===== config.mk =====
export PLATFORM = sky130hd
export DESIGN_NAME = mem_responder_flat
export DESIGN_NICKNAME = d
export VERILOG_FILES = /design/src/rtl/mem_resp_pkg.sv /design/src/rtl/mem_responder_if.sv /design/src/rtl/mem_resp_rd_pipe.sv /design/src/rtl/mem_responder.sv /design/src/flat_wrapper.sv
export SDC_FILE = /design/constraint.sdc
export NUM_CORES = 1
export LEC_CHECK = 0
export CORE_MARGIN = 2
export CORE_UTILIZATION = 29
export DETAILED_ROUTE_END_ITERATION = 12
export RECOVER_POWER = 25
export SLEW_MARGIN = 20
export SYNTH_ARGS = -nofsm -noshare
export SYNTH_HDL_FRONTEND = slang
export SYNTH_SLANG_ARGS = --single-unit

===== constraint.sdc =====
create_clock -name clk -period 3.7 [get_ports clk]
set_clock_uncertainty 0.2 [all_clocks]
set_input_delay 0.37 -clock clk [delete_from_list [all_inputs] [get_ports clk]]
set_output_delay 0.37 -clock clk [all_outputs]
set_load 0.02 [all_outputs]

===== src/rtl/mem_resp_pkg.sv =====
// Shared types and defaults for the mem_responder register-file responder.
package mem_resp_pkg;

  localparam int ADDR_W_DEF = 6;
  localparam int DATA_W_DEF = 8;

  typedef enum logic [1:0] {
    OP_IDLE,
    OP_WRITE,
    OP_READ
  } op_e;

  typedef struct packed {
    logic                  v;
    logic [DATA_W_DEF-1:0] d;
  } rd_slot_t;

endpackage


===== src/rtl/mem_responder_if.sv =====
// Access bus between the stimulus generator (master) and the responder (slave).
interface mem_responder_if #(
  parameter int ADDR_W = 6,
  parameter int DATA_W = 8
) ();

  logic              en;
  logic              wr;
  logic [ADDR_W-1:0] addr;
  logic [DATA_W-1:0] wdata;
  logic [DATA_W-1:0] rdata;
  logic              rvalid;

  modport master (
    output en, wr, addr, wdata,
    input  rdata, rvalid
  );

  modport slave (
    input  en, wr, addr, wdata,
    output rdata, rvalid
  );

endinterface


===== src/rtl/mem_resp_rd_pipe.sv =====
// RD_LAT-deep (valid, data) shift register carrying read results to the bus.
// Data stages only load alongside a valid, so the output data holds between reads.
module mem_resp_rd_pipe #(
  parameter int RD_LAT = 1,  // legal values: 1 and 2
  parameter int DATA_W = 8
) (
  input  logic              clk,
  input  logic              rst_n,
  input  logic              in_v,
  input  logic [DATA_W-1:0] in_d,
  output logic              out_v,
  output logic [DATA_W-1:0] out_d
);

  logic [RD_LAT-1:0] v;
  logic [DATA_W-1:0] d [RD_LAT];

  // NOTE: sequential state uses non-blocking assignments so every stage
  // samples the pre-edge value of its neighbour, giving a true shift.
  always_ff @(posedge clk or negedge rst_n) begin
    if (!rst_n) begin
      v <= '0;
      for (int i = 0; i < RD_LAT; i++) d[i] <= '0;
    end else begin
      v[0] <= in_v;
      if (in_v) d[0] <= in_d;
      for (int i = 1; i < RD_LAT; i++) begin
        v[i] <= v[i-1];
        if (v[i-1]) d[i] <= d[i-1];
      end
    end
  end

  assign out_v = v[RD_LAT-1];
  assign out_d = d[RD_LAT-1];

endmodule


===== src/rtl/mem_responder.sv =====
// Single-port 2**ADDR_W x DATA_W register file with fixed-latency reads
// and saturating write/read access counters.
module mem_responder
  import mem_resp_pkg::*;
#(
  parameter int ADDR_W = ADDR_W_DEF,
  parameter int DATA_W = DATA_W_DEF,
  parameter int RD_LAT = 1,
  parameter int CNT_W  = 16
) (
  input  logic             clk,
  input  logic             rst_n,
  mem_responder_if.slave   bus,
  output logic [CNT_W-1:0] wr_cnt,
  output logic [CNT_W-1:0] rd_cnt
);

  localparam int DEPTH = 1 << ADDR_W;

  logic [DATA_W-1:0] mem [DEPTH];
  op_e               op;

  // NOTE: a combinational block assigns a default first so no path can
  // leave op unassigned and infer a latch.
  always_comb begin
    op = OP_IDLE;
    if (bus.en) op = bus.wr ? OP_WRITE : OP_READ;
  end

  // NOTE: the array is reset because cleared contents are architecturally
  // visible; this makes it flops rather than a RAM macro.
  always_ff @(posedge clk or negedge rst_n) begin
    if (!rst_n) begin
      for (int i = 0; i < DEPTH; i++) mem[i] <= '0;
    end else if (op == OP_WRITE) begin
      mem[bus.addr] <= bus.wdata;
    end
  end

  always_ff @(posedge clk or negedge rst_n) begin
    if (!rst_n) begin
      wr_cnt <= '0;
      rd_cnt <= '0;
    end else begin
      if (op == OP_WRITE && wr_cnt != {CNT_W{1'b1}}) wr_cnt <= wr_cnt + 1'b1;
      if (op == OP_READ  && rd_cnt != {CNT_W{1'b1}}) rd_cnt <= rd_cnt + 1'b1;
    end
  end

  // Stage 0 samples the pre-edge array, so a read sees writes from earlier cycles only.
  mem_resp_rd_pipe #(
    .RD_LAT (RD_LAT),
    .DATA_W (DATA_W)
  ) u_rd_pipe (
    .clk   (clk),
    .rst_n (rst_n),
    .in_v  (op == OP_READ),
    .in_d  (mem[bus.addr]),
    .out_v (bus.rvalid),
    .out_d (bus.rdata)
  );

endmodule

===== src/flat_wrapper.sv =====
// flat-port wrapper written by rule: the top's interface ports become plain ports
module mem_responder_flat import mem_resp_pkg::*;
#(
  parameter int ADDR_W = ADDR_W_DEF,
  parameter int DATA_W = DATA_W_DEF,
  parameter int RD_LAT = 1,
  parameter int CNT_W  = 16
)
  (clk, rst_n, wr_cnt, rd_cnt, bus_en, bus_wr, bus_addr, bus_wdata, bus_rdata, bus_rvalid);
  mem_responder_if #(.ADDR_W(ADDR_W), .DATA_W(DATA_W)) bus_i ();
  input  logic clk;
  input  logic rst_n;
  output logic [CNT_W-1:0] wr_cnt;
  output logic [CNT_W-1:0] rd_cnt;
  input wire logic [$bits(bus_i.en)-1:0] bus_en;
  input wire logic [$bits(bus_i.wr)-1:0] bus_wr;
  input wire logic [$bits(bus_i.addr)-1:0] bus_addr;
  input wire logic [$bits(bus_i.wdata)-1:0] bus_wdata;
  output wire logic [$bits(bus_i.rdata)-1:0] bus_rdata;
  output wire logic [$bits(bus_i.rvalid)-1:0] bus_rvalid;
  assign bus_i.en = bus_en;
  assign bus_i.wr = bus_wr;
  assign bus_i.addr = bus_addr;
  assign bus_i.wdata = bus_wdata;
  assign bus_rdata = bus_i.rdata;
  assign bus_rvalid = bus_i.rvalid;
  mem_responder #(.ADDR_W(ADDR_W), .DATA_W(DATA_W), .RD_LAT(RD_LAT), .CNT_W(CNT_W)) u_core (.clk(clk), .rst_n(rst_n), .bus(bus_i), .wr_cnt(wr_cnt), .rd_cnt(rd_cnt));
endmodule

== Yosys cells after proc, flatten, opt, wreduce, memory -nomap -nowiden ==
Index checks and enable logic that the tools add are counted.

* Register bits after elaboration: 553
* Input bits: 18
* Output and inout port bits: 41
* Logic and storage cells: 88

* $add $sub $neg: 2
* Magnitude comparators: 2
* Equality and inequality tests: 4
* Multiplexer cells: 8
* Bitwise operators: 1
* Reduce and logical (&&, ||, !) cells: 3

{| class="wikitable"
|+ Operators by type and width
! operator !! number
|-
| bitwise mux 512 bit || 1
|-
| binary-select mux 8 bit (select 6 bit) || 1
|-
| demux 8 bit (select 6 bit) || 1
|-
| adder 16 x 1 -> 16 bit, second input constant || 2
|-
| != test 16 bit, second input constant || 2
|-
| two-way mux 8 bit || 3
|-
| greater-or-equal comparator 7 bit, second input constant || 1
|-
| < comparator 7 x 1 -> 1 bit, second input constant || 1
|-
| inverter 6 -> 7 bit || 1
|-
| two-way mux 2 bit || 2
|-
| logical AND 1 bit || 3
|-
| equality test 2 x 1 -> 1 bit, second input constant || 1
|-
| equality test 2 bit, second input constant || 1
|}

== Logic depth before layout (Yosys ltp) ==
Gate-level depths: netlist of run 1.

* Word-level depth: 6
* Depth in mapped cells: 10
* Gate-level depth less buffers: 6

== Hierarchy ==
A second synthesis of run 1 with hierarchy kept.

* Cell total of the unflattened synthesis: 1843
* Area, all modules: 25473.2 µm²

{| class="wikitable"
|+ Modules (own cells, without submodules)
! module !! times used !! cells an instance !! area each (µm²) !! sequential area each (µm²)
|-
| mem_responder || 1 || 1825 || 25116.6 || 13613.1
|-
| mem_resp_rd_pipe || 1 || 18 || 356.6 || 225.2
|}

== Worst setup path before layout of run 1 ==
No wires, ideal clock.

* Path type: input port to flip-flop
* Start point: input bus_addr[2]
* End point: register u_core.mem[32] (netlist bit)
* Setup time: 0.125 ns
* Data arrival time: 1.905 ns
* Required time: 3.375 ns
* Path slack: 1.470 ns
* Stages on the path: 7
* Path through: buf_6 buf_6 nand2b_2 nor2_2 nand2_4 nor2_2 mux2_2

* Word-level cells in the longest chain between the ends: 6
* Elaborated cells on any way between the ends: 7
* Classes of those cells: order compare (2); mux (3); bitwise (1); reduce/logical (1)

{| class="wikitable"
|+ Ends and longest elaborated chain
! what !! RTL line !! text
|-
| from (decl) || flat_wrapper.sv:17 || <nowiki>input wire logic [$bits(bus_i.addr)-1:0] bus_addr;</nowiki>
|-
| inverter 6 -> 7 bit (not written as such) (*) || mem_responder.sv:36 || <nowiki>mem[bus.addr] <= bus.wdata;</nowiki>
|-
| greater-or-equal comparator 7 bit (not written as such) / < comparator 7 x 1 -> 1 bit (equally long branches) || mem_responder.sv:36 ||
|-
| logical AND 1 bit (not written as such) || mem_responder.sv:36 ||
|-
| two-way mux 8 bit (not written as such) || mem_responder.sv:36 ||
|-
| demux 8 bit (select 6 bit) (*) || mem_responder.sv:36 ||
|-
| bitwise mux 512 bit (*) || mem_responder.sv:36 ||
|-
| to (signal, indexed assignment) || mem_responder.sv:36 ||
|-
| to (decl) || mem_responder.sv:20 || <nowiki>logic [DATA_W-1:0] mem [DEPTH];</nowiki>
|}

Every way passes the cells marked *; elsewhere a longest branch is shown, timed or not.
A chain may end at the register's enable or synchronous reset.

== Worst setup path in the final report of run 1 ==
* Start point: input bus_addr[5]
* End point: register u_core.mem[69] (netlist bit)

The elaborated chain is that of the path after synthesis.

==> results of run 1 <==
[logic make-up (layout without fill, tap and decap cells)]
family / count (synthesis) / after routing / share of synthesized area [%]
flip-flops: 553 / 553 / 54.0
AO/OA/AOI/OAI: 234 / 234 / 6.87
buffers and inverters: 142 / 286 / 2.72
AND/OR/NAND/NOR: 243 / 243 / 5.69
adder cells (fa/ha/maj): 2 / 2 / 0.0977
multiplexers: 649 / 649 / 29.6
XOR/XNOR: 29 / 29 / 0.992
[worst max path at each step]
stage | to | cells after the start | slack (ps)
final | u_core.mem[69] | 4 | 900
after global routing | u_core.mem[285] | 3 | 710
after CTS | u_core.mem[70] | 4 | 1000
after detailed placement | u_core.mem[70] | 4 | 310
after global placement | u_core.mem[70] | 4 | 300
after floorplan | u_core.mem[32] | 7 | 1470
[timing repair]
action,in CTS,in global routing
hold endpoints to repair,94,0
gates resized for setup,0,0
setup endpoints to repair,0,0
hold buffers,1,0
[metal layers]
layer	vias up	share of wire (%)	GRT usage, %
li1	7065	-	-
met1	8944	43	22.3
met2	586	48	27.7
met3	154	5.7	2.31
met4	0	3.5	6.38
met5	-	0	0
[layout make-up]
type                    instances  area (um^2)  share of cell area [%]
multi-input cells            1157        11100                    37.0
flip-flops and latches        553        13800                    46.2
repair buffers                168         1490                    4.98
well taps                    1155         1450                    4.83
inverters                       6         22.5                  0.0752
clock buffers                  91         1800                    6.01
clock inverters                21          258                   0.861
[power breakdown]
part,switching (W),internal (W)
registers,0.000345,0.00658
clock network,0.00253,0.00369
logic,0.000969,0.000819
total,0.00385,0.0111
[critical path: stages]
cell,delay (ps)
clkdlybuf4s50_1,960
nand3b_1,690
nor2_2,690
mux2_2,400
[stage by stage]
stage               power, W  instances  setup WS, ps
CTS                   0.0151       3151           999
global route          0.0155       3151           711
detailed placement   0.00882       3038           310
global placement     0.00874       3038           303
finish                0.0149       3151           902
floorplan            0.00800       1852          1470
[registers in the layout, summed over array words and instances (netlist names)]
register                flops
u_core.mem                512
u_core.rd_cnt              16
u_core.wr_cnt              16
u_core.u_rd_pipe.out_d      8
u_core.u_rd_pipe.out_v      1
[Yosys cell counts, types with 4 or more instances]
cell type  count  share of area [%]
nand3_1       25               0.49
nand4_1       10               0.24
mux2_1         8               0.35
a311oi_1       4               0.14
and3_1        12               0.29
nand2_2        4              0.098
buf_6         13               0.57
clkbuf_1      64               0.94
nand2_1       55               0.81
a222oi_1      11               0.43
o22ai_1       16               0.39
xnor2_1       19               0.65
o2bb2ai_1      4               0.14
buf_1         20               0.29
nor2_2        32               0.78
a221o_1        8               0.31
o32a_1         5               0.20
buf_2         32               0.63
nor3_1         6               0.12
o21ai_0       26               0.51
a22o_1         8               0.27
mux2_2       549                 24
nor2_4        26                1.1
nor2_1        36               0.53
a31oi_1       11               0.27
mux2i_1       60                2.3
a22oi_1       27               0.79
buf_4          7               0.21
nor2b_1        7               0.17
a221oi_1      55                1.9
a211oi_1       4               0.12
a21oi_1       30               0.59
xor2_1        10               0.34
dfrtp_1      553                 54
inv_1          4              0.059
and2_1         5               0.12
mux4_2        30                2.6
==> metrics.md, run 1 <==
| Metric | Value |
|---|---|
| Outcome | `finished clean` |
| DRT iter0 DRCs | `1529` |
| CTS Buf Count | `60` |
| Synthesized net count | `1872` |
| Post-route ant nets | `0` |
| Most common cell after layout, fill and taps aside | `dfrtp_1` |
| Reg-to-reg slack, setup | `1170 ps` |
| Hold Path Depth | `2` |
| Total congestion overflow | `0` |
| Die Wd | `301 um` |
| Top_reg_cell synth | `dfrtp_1` |
| Max Cap Viol | `0` |
| Worst-Margin Slew | `1420 ps` |
| Critical Path AT | `3130 ps` |
| Reg2Reg Launch Point | `u_core.mem[7]` |
| Pwr dens | `499 mW/mm^2` |
| Placed instance area | `0.0279 mm^2` |
| Number of synthesized flops with an enable pin | `0` |
| Worst vdd ir | `0.369 mV` |
| Vias per inst | `5.32` |
| Initial Util | `29.4%` |
| Worst hold path endpoint | `u_core.mem[133]` |
| Syn_area_per_cell | `13.8 um^2` |
| Crit. End Element | `register` |
| Drt drc | `0` |
| WP data required | `4030 ps` |
| Gp weighted congestion | `0.886` |
| Post-route cell area | `0.0299 mm^2` |
| Post-CTS Setup Bufs | `0` |
| Vias in the first global route | `17700` |
| Final Hold Fails | `0` |
| Final period util | `75.6%` |
| Setup violations, final | `0` |
| Synth Cell Area | `0.0256 mm^2` |
| Fillers | `8385` |
| Most frequent cells in the layout | `dfrtp_1, mux2_2, buf_4, clkbuf_16, mux2i_1` |
| Layout cells sized above 1 | `43.7%` |
| Clock tree sinks | `553` |
| # diodes | `0` |
| RSZ-0062 raised after global routing | `no` |
| Root Driver | `clkbuf_16` |
| Startpoint types | `input port` |
| Synth warn | `0` |
| Max Slew Vio Count | `0` |
| Clock buffer depth | `3` |
| Netlist cell types | `71` |
| Area Overhead vs Synth | `16.9%` |
| Ports | `59` |
| Critical path type | `in2reg` |
| Antenna violations before repair | `4` |
| DRT Pass-1 Iters | `8` |
| Fin Setup TNS | `0 ps` |
| Leak | `13.6 nW` |
| PortBufs | `58` |
| FMAX | `0.357 GHz` |
| Final #Nets | `1966` |
| CP max FO | `16` |
| First-pass GRT wire length | `116000 um` |
| CORE AREA | `0.0872 mm^2` |
| Full die area | `0.0907 mm^2` |
| Register area share after synthesis | `54.0%` |
| Row Count | `108` |
| Post-Syn Instances | `1852` |
| Reg2reg path depth | `6` |
| Hold wc startpoint | `bus_wdata[5]` |
| Reg-to-reg endpoint | `u_core.u_rd_pipe.out_d[7]` |
| Worst hold slack | `127 ps` |
| Worst rel slew slack | `5.22%` |
| CTS tree | `built` |
| Die Y | `301 um` |
| Number of synthesized register bits | `553` |
| Insertion delay to the later sink of the worst-skew pair | `650 ps` |
| Total GRT Usage | `16.8%` |
| Largest net degree at the start of global routing | `108` |
| Fin util | `34.3%` |
| Setup crit start | `bus_addr[5]` |
| Worst Hold Class | `in2reg` |
| Wire per inst | `24.2 um` |
| Final wirelength | `76200 um` |
| Via count | `16700` |
| Final HPWL DP | `51100 um` |
| CTS HTree Levels | `2` |
| Worst-path clk slew | `60 ps` |
| Final Critical Period | `2800 ps` |
| Async SR Flop Fraction | `100%` |
(Power assumes the default switching activity.)
==> run 2, diff against run 1 <==
Clock period 3.7 ns to 2.3 ns, I/O delays scaled along.
==> run 2 against run 1 <==
  * The run now ends with hold timing, setup timing left
  * Sequential power rose by 60%
  * Count of clock-buffer cells in the layout fell by 6
  * Wire length rose by 2.8%
  * Clock power rose by 57%
  * Sequential cell count did not move
  * First-iteration DRC count fell by 6.3%
==> metrics.md, run 2 (synthesis gave the netlist of run 1 again) <==
| Metric | Value |
|---|---|
| Worst rel slew slack | `25.5% (was 5.22%)` |
| Worst Setup EP | `u_core.u_rd_pipe.out_d[7] (was u_core.mem[69])` |
| DRT Pass-1 Iters | `6 (was 8)` |
| Row Count | `108 (unchanged)` |
| Largest registers | `u_core.mem x512, u_core.rd_cnt x16, u_core.wr_cnt x16 (unchanged)` |
| RSZ-0062 raised after global routing | `yes (was no)` |
| Worst Hold Class | `in2reg (unchanged)` |
| Max Slew Vio Count | `0 (unchanged)` |
| Outcome | `finished, violations left (was finished clean)` |
| Final HPWL DP | `53700 um (was 51100 um)` |
| Antenna violations before repair | `1 (was 4)` |
| First-pass GRT wire length | `119000 um (was 116000 um)` |
| Setup crit start | `u_core.mem[343] (was bus_addr[5])` |
| Via count | `17400 (was 16700)` |
| Insertion delay to the later sink of the worst-skew pair | `650 ps (about the same)` |
| Most frequent cells in the layout | `dfrtp_1, mux2_2, buf_4, buf_12, mux2i_1 (was dfrtp_1, mux2_2, buf_4, clkbuf_16, mux2i_1)` |
| Post-route ant nets | `0 (unchanged)` |
| Final #Nets | `2167 (was 1966)` |
| Ports | `59 (unchanged)` |
| Critical Path AT | `2620 ps (was 3130 ps)` |
| Most common cell after layout, fill and taps aside | `dfrtp_1 (unchanged)` |
| Startpoint types | `register (was input port)` |
| Reg-to-reg slack, setup | `-7 ps (was 1170 ps)` |
| Setup ws final | `-6.94 ps (was 902 ps)` |
| Worst-path clk slew | `60 ps (about the same)` |
| DRT iter0 DRCs | `1433 (was 1529)` |
| CORE AREA | `0.0872 mm^2 (unchanged)` |
| Vias per inst | `5.18 (was 5.32)` |
| Final wirelength | `78300 um (was 76200 um)` |
| Drt drc | `0 (unchanged)` |
| Worst vdd ir | `0.608 mV (was 0.369 mV)` |
| Reg2reg path depth | `5 (was 6)` |
| Vias in the first global route | `18500 (was 17700)` |
| Final Critical Period | `2310 ps` |
| Post-CTS Setup Bufs | `0 (unchanged)` |
| Clock tree sinks | `553 (unchanged)` |
| Total GRT Usage | `17.3% (was 16.8%)` |
| Worst-Margin Slew | `1120 ps (was 1420 ps)` |
| Setup violations, final | `1 (was 0)` |
| Total congestion overflow | `0 (unchanged)` |
| FMAX | `0.433 GHz` |
| CP max FO | `2 (was 16)` |
| Largest net degree at the start of global routing | `72 (was 108)` |
| Layout cells sized above 1 | `49.0% (was 43.7%)` |
| Clock buffer depth | `3 (unchanged)` |
| Root Driver | `clkbuf_16 (unchanged)` |
| Max Cap Viol | `0 (unchanged)` |
| Placed instance area | `0.0304 mm^2 (was 0.0279 mm^2)` |
| Crit. End Element | `register (unchanged)` |
| Final Power | `0.0241 W (was 0.0149 W)` |
| Area Overhead vs Synth | `26.2% (was 16.9%)` |
| CTS HTree Levels | `2 (unchanged)` |
| PortBufs | `58 (unchanged)` |
| Reg with most FFs | `u_core.mem (unchanged)` |
| Reg2Reg Launch Point | `u_core.mem[343] (was u_core.mem[7])` |
| Final period util | `100%` |
| Reg-to-reg endpoint | `u_core.u_rd_pipe.out_d[7] (unchanged)` |
| Failing checks | `hold timing, setup timing` |
| CTS Buf Count | `58 (was 60)` |
| Worst hold slack | `-22.0 ps (was 127 ps)` |
| Critical path type | `reg2reg (was in2reg)` |
| Max FFs per register | `512 (unchanged)` |
| Wire per inst | `23.4 um (was 24.2 um)` |
| Full die area | `0.0907 mm^2 (unchanged)` |
| Final Hold Fails | `9 (was 0)` |
| Initial Util | `29.4% (unchanged)` |
| Gp weighted congestion | `0.878 (was 0.886)` |
| Die Wd | `301 um (unchanged)` |
| Hold Path Depth | `3 (was 2)` |
| Leak | `14.9 nW (was 13.6 nW)` |
| Post-route cell area | `0.0323 mm^2 (was 0.0299 mm^2)` |
| Pwr dens | `745 mW/mm^2 (was 499 mW/mm^2)` |
| Die Y | `301 um (unchanged)` |
| WP data required | `2610 ps (was 4030 ps)` |
| CTS tree | `built (unchanged)` |
==> run 2: cell count changes in the layout (fill, tap and decap cells not counted), sizes merged, moves of 2 or more <==
cell | previous run | this run
clkinv | 10 | 13
clkdlybuf4s50 | 46 | 44
buf | 116 | 309
clkinvlp | 5 | 2
dlygate4sd3 | 1 | 4
==> run 2: layout make-up <==
class | count | area [um^2]
Timing Repair Buffer | 371 | 3910
Clock buffer | 85 | 1690
Sequential cell | 553 | 13800
Multi-Input combinational cell | 1157 | 11100
Antenna cell | 1 | 2.50
Inverter | 6 | 22.5
Tap cell | 1155 | 1450
Clock inverter | 23 | 289
Fill cell | 8276 | 54800
==> run 2: what timing repair did <==
item                                    in CTS  in global routing
pin swaps                                    1                  2
endpoints found under the hold margin      571                  0
endpoints found under the setup margin       4                  7
gates cloned                                 0                  0
gates resized for setup                      3                  9
hold buffers                                 5                  0
==> run 2: worst min path at each step <==
stage | from | to | slack (ps)
floorplan | rst_n | u_core.mem[0] | -270
global placement | rst_n | u_core.rd_cnt[14] | 20
detailed placement | rst_n | u_core.rd_cnt[14] | 20
CTS | bus_wdata[0] | u_core.mem[368] | 10
global route | bus_wdata[0] | u_core.mem[448] | 20
finish | bus_wdata[0] | u_core.mem[368] | -20
==> run 2: per-layer routing <==
metal	share of wire [%]	vias to the layer above	wire [um]	global-route usage (%)
met5	0	-	0	0
met4	2.9	0	2240	5.65
met3	6.0	131	4710	3.52
met2	47	497	37000	28.1
met1	44	9237	34300	23.0
li1	-	7496	-	-
==> run 2: worst max-delay path: stages (launching register included) <==
cell       delay [ps]
dfrtp_1           380
mux2_2            270
a221o_1           290
a222oi_1          410
o2111ai_1         280
o32a_1            350
==> run 2: through the flow <==
step / TNS (ps) / hold slack [ps] / utilization, % / setup WS, ps / cells
CTS: 0 / 10.6 / 37.2 / 2.75 / 3350
floorplan: 0 / -266 / - / 157 / 1852
detailed placement: -77410 / 23.2 / 34.8 / -504 / 3237
global placement: -71650 / 23.4 / 34.8 / -512 / 3237
global route: -45.4 / 24.3 / 37.1 / -31.8 / 3350
finish: -6.94 / -22.0 / 37.1 / -6.94 / 3351
==> run 2: power breakdown <==
part           leakage (nW)  internal (W)  total (W)  switching [W]
Combinational          6.41       0.00154    0.00315        0.00161
Sequential             7.50        0.0106     0.0111       0.000558
Clock                 0.979       0.00576    0.00977        0.00401
==> run 3, diff against run 2 <==
Settings changed: ABC_AREA set to 1.
==> run 3 against run 2 <==
  * The flow now finishes without violations
  * Maximum frequency grew 4.3%
  * Total power is 1.7% higher
  * Setup slack improved by 96 ps
  * Design area is essentially flat
  * Via count rose by 29%
  * Cell count is 44% higher
  * Synthesized cell count is 85% higher
  * Die area is 2.9% higher
  * Sequential cell count unchanged
  * Critical path type is now reg2out
  * Largest power group unchanged
  * Highest routed layer unchanged
==> metrics.md, run 3 <==
| Metric | Value |
|---|---|
| CTS Buf Count | `61 (was 58)` |
| Pwr dens | `757 mW/mm^2 (was 745 mW/mm^2)` |
| Reg2Reg Launch Point | `u_core.mem[131] (was u_core.mem[343])` |
| Vias per inst | `4.65 (was 5.18)` |
| Ports | `59 (unchanged)` |
| Die Y | `305 um (was 301 um)` |
| Crit. End Element | `output port (was register)` |
| Worst-Margin Slew | `811 ps (was 1120 ps)` |
| Largest net degree at the start of global routing | `94 (was 72)` |
| Max FFs per register | `512 (unchanged)` |
| Syn_area_per_cell | `7.69 um^2 (was 13.8 um^2)` |
| Crit path max-delay family | `buffers and inverters (was compound AO/OA/AOI/OAI gates)` |
| Synth Cell Area | `0.0264 mm^2 (was 0.0256 mm^2)` |
| Final #Nets | `3617 (was 2167)` |
| Final HPWL DP | `50900 um (was 53700 um)` |
| Synth area leader | `dfrtp_1 (unchanged)` |
| Crit path cell chain | `clkdlybuf4s50_1 (was mux2_2, a221o_1, a222oi_1, o2111ai_1, o32a_1)` |
| Reg-to-reg endpoint | `u_core.u_rd_pipe.out_d[3] (was u_core.u_rd_pipe.out_d[7])` |
| CP max FO | `2 (unchanged)` |
| Slowest cell delay on critical path | `650 ps (was 410 ps)` |
| Reg-to-reg slack, setup | `330 ps (was -7 ps)` |
| Drt drc | `0 (unchanged)` |
| Max Cap Viol | `0 (unchanged)` |
| CTS HTree Levels | `2 (unchanged)` |
| Worst vdd ir | `0.646 mV (was 0.608 mV)` |
| Wire per inst | `16.4 um (was 23.4 um)` |
| Slowest cell on crit path | `clkdlybuf4s50_1 (was a222oi_1)` |
| RSZ-0062 raised after global routing | `no (was yes)` |
| Via count | `22400 (was 17400)` |
| Post-Syn Instances | `3428 (was 1852)` |
| Leak | `15.6 nW (was 14.9 nW)` |
| Initial Util | `29.3% (was 29.4%)` |
| Most common cell after layout, fill and taps aside | `nand2_1 (was dfrtp_1)` |
| Critical path type | `reg2out (was reg2reg)` |
| Netlist cell types | `32 (was 71)` |
| Placed instance area | `0.0303 mm^2 (was 0.0304 mm^2)` |
| Top post-synthesis cells by area | `dfrtp_1, nand2_1, o21ai_0 (was dfrtp_1, mux2_2, mux4_2)` |
| Commonest cells post-synth | `nand2_1, o21ai_0, dfrtp_1 (was dfrtp_1, mux2_2, clkbuf_1)` |
| Setup ws final | `89.1 ps (was -6.94 ps)` |
| Clock buffer depth | `3 (unchanged)` |
| Worst-path clk slew | `70 ps (was 60 ps)` |
| CORE AREA | `0.0900 mm^2 (was 0.0872 mm^2)` |
| Post-route cell area | `0.0323 mm^2 (about the same)` |
| Setup violations, final | `0 (was 1)` |
| Startpoint types | `register (unchanged)` |
| Number of synthesized flops with an enable pin | `0 (unchanged)` |
| FMAX | `0.452 GHz (was 0.433 GHz)` |
| Worst Hold Class | `in2reg (unchanged)` |
| Insertion delay to the later sink of the worst-skew pair | `680 ps (was 650 ps)` |
| Post-CTS Setup Bufs | `0 (unchanged)` |
| Top_reg_cell synth | `dfrtp_1 (unchanged)` |
| Reg2reg path depth | `10 (was 5)` |
| Reg with most FFs | `u_core.mem (unchanged)` |
| PortBufs | `58 (unchanged)` |
| CTS tree | `built (unchanged)` |
| Async SR Flop Fraction | `100% (unchanged)` |
| Final Critical Period | `2210 ps (was 2310 ps)` |
| Most frequent cells in the layout | `nand2_1, o21ai_0, dfrtp_1, inv_1, nand3_1 (was dfrtp_1, mux2_2, buf_4, buf_12, mux2i_1)` |
| CP Buf/Inv Count | `1 (was 0)` |
| Root Driver | `clkbuf_16 (unchanged)` |
| Synthesized net count | `3448 (was 1872)` |
| DRT iter0 DRCs | `2214 (was 1433)` |
| Setup crit start | `u_core.u_rd_pipe.out_d[4] (was u_core.mem[343])` |
| Post-route ant nets | `0 (unchanged)` |
| Worst rel slew slack | `45.9% (was 25.5%)` |
| Worst Setup EP | `bus_rdata[4] (was u_core.u_rd_pipe.out_d[7])` |
| Clock tree sinks | `553 (unchanged)` |
| Row Count | `110 (was 108)` |
| WP data required | `1870 ps (was 2610 ps)` |
| Vias in the first global route | `21300 (was 18500)` |
| DRT Pass-1 Iters | `6 (unchanged)` |
| Gp weighted congestion | `0.873 (was 0.878)` |
| Die Wd | `305 um (was 301 um)` |
| Fin util | `35.9% (was 37.1%)` |
| Full die area | `0.0933 mm^2 (was 0.0907 mm^2)` |
| Placed cell count | `4707 (was 3237)` |
| Register area share after synthesis | `52.5% (was 54.0%)` |
| First-pass GRT wire length | `125000 um (was 119000 um)` |
| Post-place setup slack | `-420 ps (was -504 ps)` |
| Antenna violations before repair | `0 (was 1)` |
| Final Hold Fails | `0 (was 9)` |
| Final wirelength | `78900 um (was 78300 um)` |
| Layout cells sized above 1 | `11.2% (was 49.0%)` |
| Total congestion overflow | `0 (unchanged)` |
| Synth warn | `0 (unchanged)` |
| Fin Setup TNS | `0 ps (was -6.94 ps)` |
| Fin cells | `4824 (was 3351)` |
| Total GRT Usage | `16.9% (was 17.3%)` |
| Outcome | `finished clean (was finished, violations left)` |
| Final period util | `96.1% (was 100%)` |
| Area Overhead vs Synth | `22.6% (was 26.2%)` |
| Critical Path AT | `1780 ps (was 2620 ps)` |
| Largest registers | `u_core.mem x512, u_core.rd_cnt x16, u_core.wr_cnt x16 (unchanged)` |
| WP depth | `1 (was 5)` |
| Max Slew Vio Count | `0 (unchanged)` |
| Most frequent cell after synthesis | `nand2_1 (was dfrtp_1)` |
| Share of the synthesized area in the top cell type | `52.5% (was 54.0%)` |
| Number of synthesized register bits | `553 (unchanged)` |
| # diodes | `0 (was 1)` |
==> run 3: cell count changes in the layout (fill, tap and decap cells not counted), sizes merged, moves of 27 or more <==
cell / before / now
nor2: 94 / 128
mux4: 30 / 0
a22oi: 27 / 0
mux2i: 60 / 0
inv: 8 / 440
o21ai: 27 / 582
nand3: 27 / 202
o211ai: 3 / 49
a21oi: 30 / 1
or2: 1 / 34
nand2: 61 / 1176
mux2: 559 / 0
a221oi: 56 / 0
buf: 309 / 238
==> run 3: area by class of cell <==
| class | instances | area, um^2 |
|---|---|---|
| Multi-Input combinational cell | 2233 | 10000 |
| Inverter | 440 | 1660 |
| Sequential cell | 553 | 13800 |
| Fill cell | 9391 | 57700 |
| Timing Repair Buffer | 308 | 3220 |
| Tap cell | 1176 | 1470 |
| Clock inverter | 24 | 294 |
| Clock buffer | 90 | 1820 |
==> run 3: stage by stage <==
| stage | hold slack, ps | total power, W |
|---|---|---|
| 2_1_floorplan | -266 | 0.0130 |
| 3_3_place_gp | -62.9 | 0.0144 |
| 3_5_place_dp | -62.8 | 0.0145 |
| 4_1_cts | 126 | 0.0247 |
| 5_1_grt | 208 | 0.0256 |
| 6_report | 172 | 0.0245 |
==> run 3: cells by family (layout without fill, tap and decap cells) <==
group | after synthesis | after routing | share of synthesized area (%)
AO/OA/AOI/OAI | 633 | 633 | 12.5
XOR/XNOR | 28 | 28 | 0.930
adder cells (fa/ha/maj) | 2 | 2 | 0.0949
buffers and inverters | 642 | 862 | 9.58
flip-flops | 553 | 553 | 52.5
AND/OR/NAND/NOR | 1570 | 1570 | 24.4
==> run 3: where the power goes <==
part / internal (W) / switching [W]
clock network: 0.00593 / 0.00425
registers: 0.0106 / 0.000569
logic: 0.00122 / 0.00192
==> run 3: per-layer routing <==
| layer | wire, um | track usage [%] |
|---|---|---|
| met2 | 34500 | 25.8 |
| met1 | 38300 | 24.9 |
| met3 | 4350 | 2.47 |
| met4 | 1750 | 4.20 |
| met5 | 0 | 0 |
==> run 3: how the worst min path moves through the flow <==
| stage | start | to | slack, ps | depth (start not counted) |
|---|---|---|---|---|
| 2_1_floorplan | rst_n | u_core.mem[0] | -270 | 0 |
| 3_3_place_gp | rst_n | u_core.wr_cnt[7] | -60 | 1 |
| 3_5_place_dp | rst_n | u_core.wr_cnt[6] | -60 | 1 |
| 4_1_cts | bus_addr[0] | u_core.u_rd_pipe.out_d[3] | 130 | 10 |
| 5_1_grt | bus_addr[0] | u_core.u_rd_pipe.out_d[3] | 210 | 10 |
| 6_report | bus_addr[0] | u_core.u_rd_pipe.out_d[3] | 170 | 10 |
==> run 3: repair_timing <==
item,4_1_cts,5_1_grt
pin swaps,0,0
endpoints found under the setup margin,2,1
hold buffers,3,0
gates cloned,0,0
hold endpoints to repair,553,0
gates resized for setup,2,1
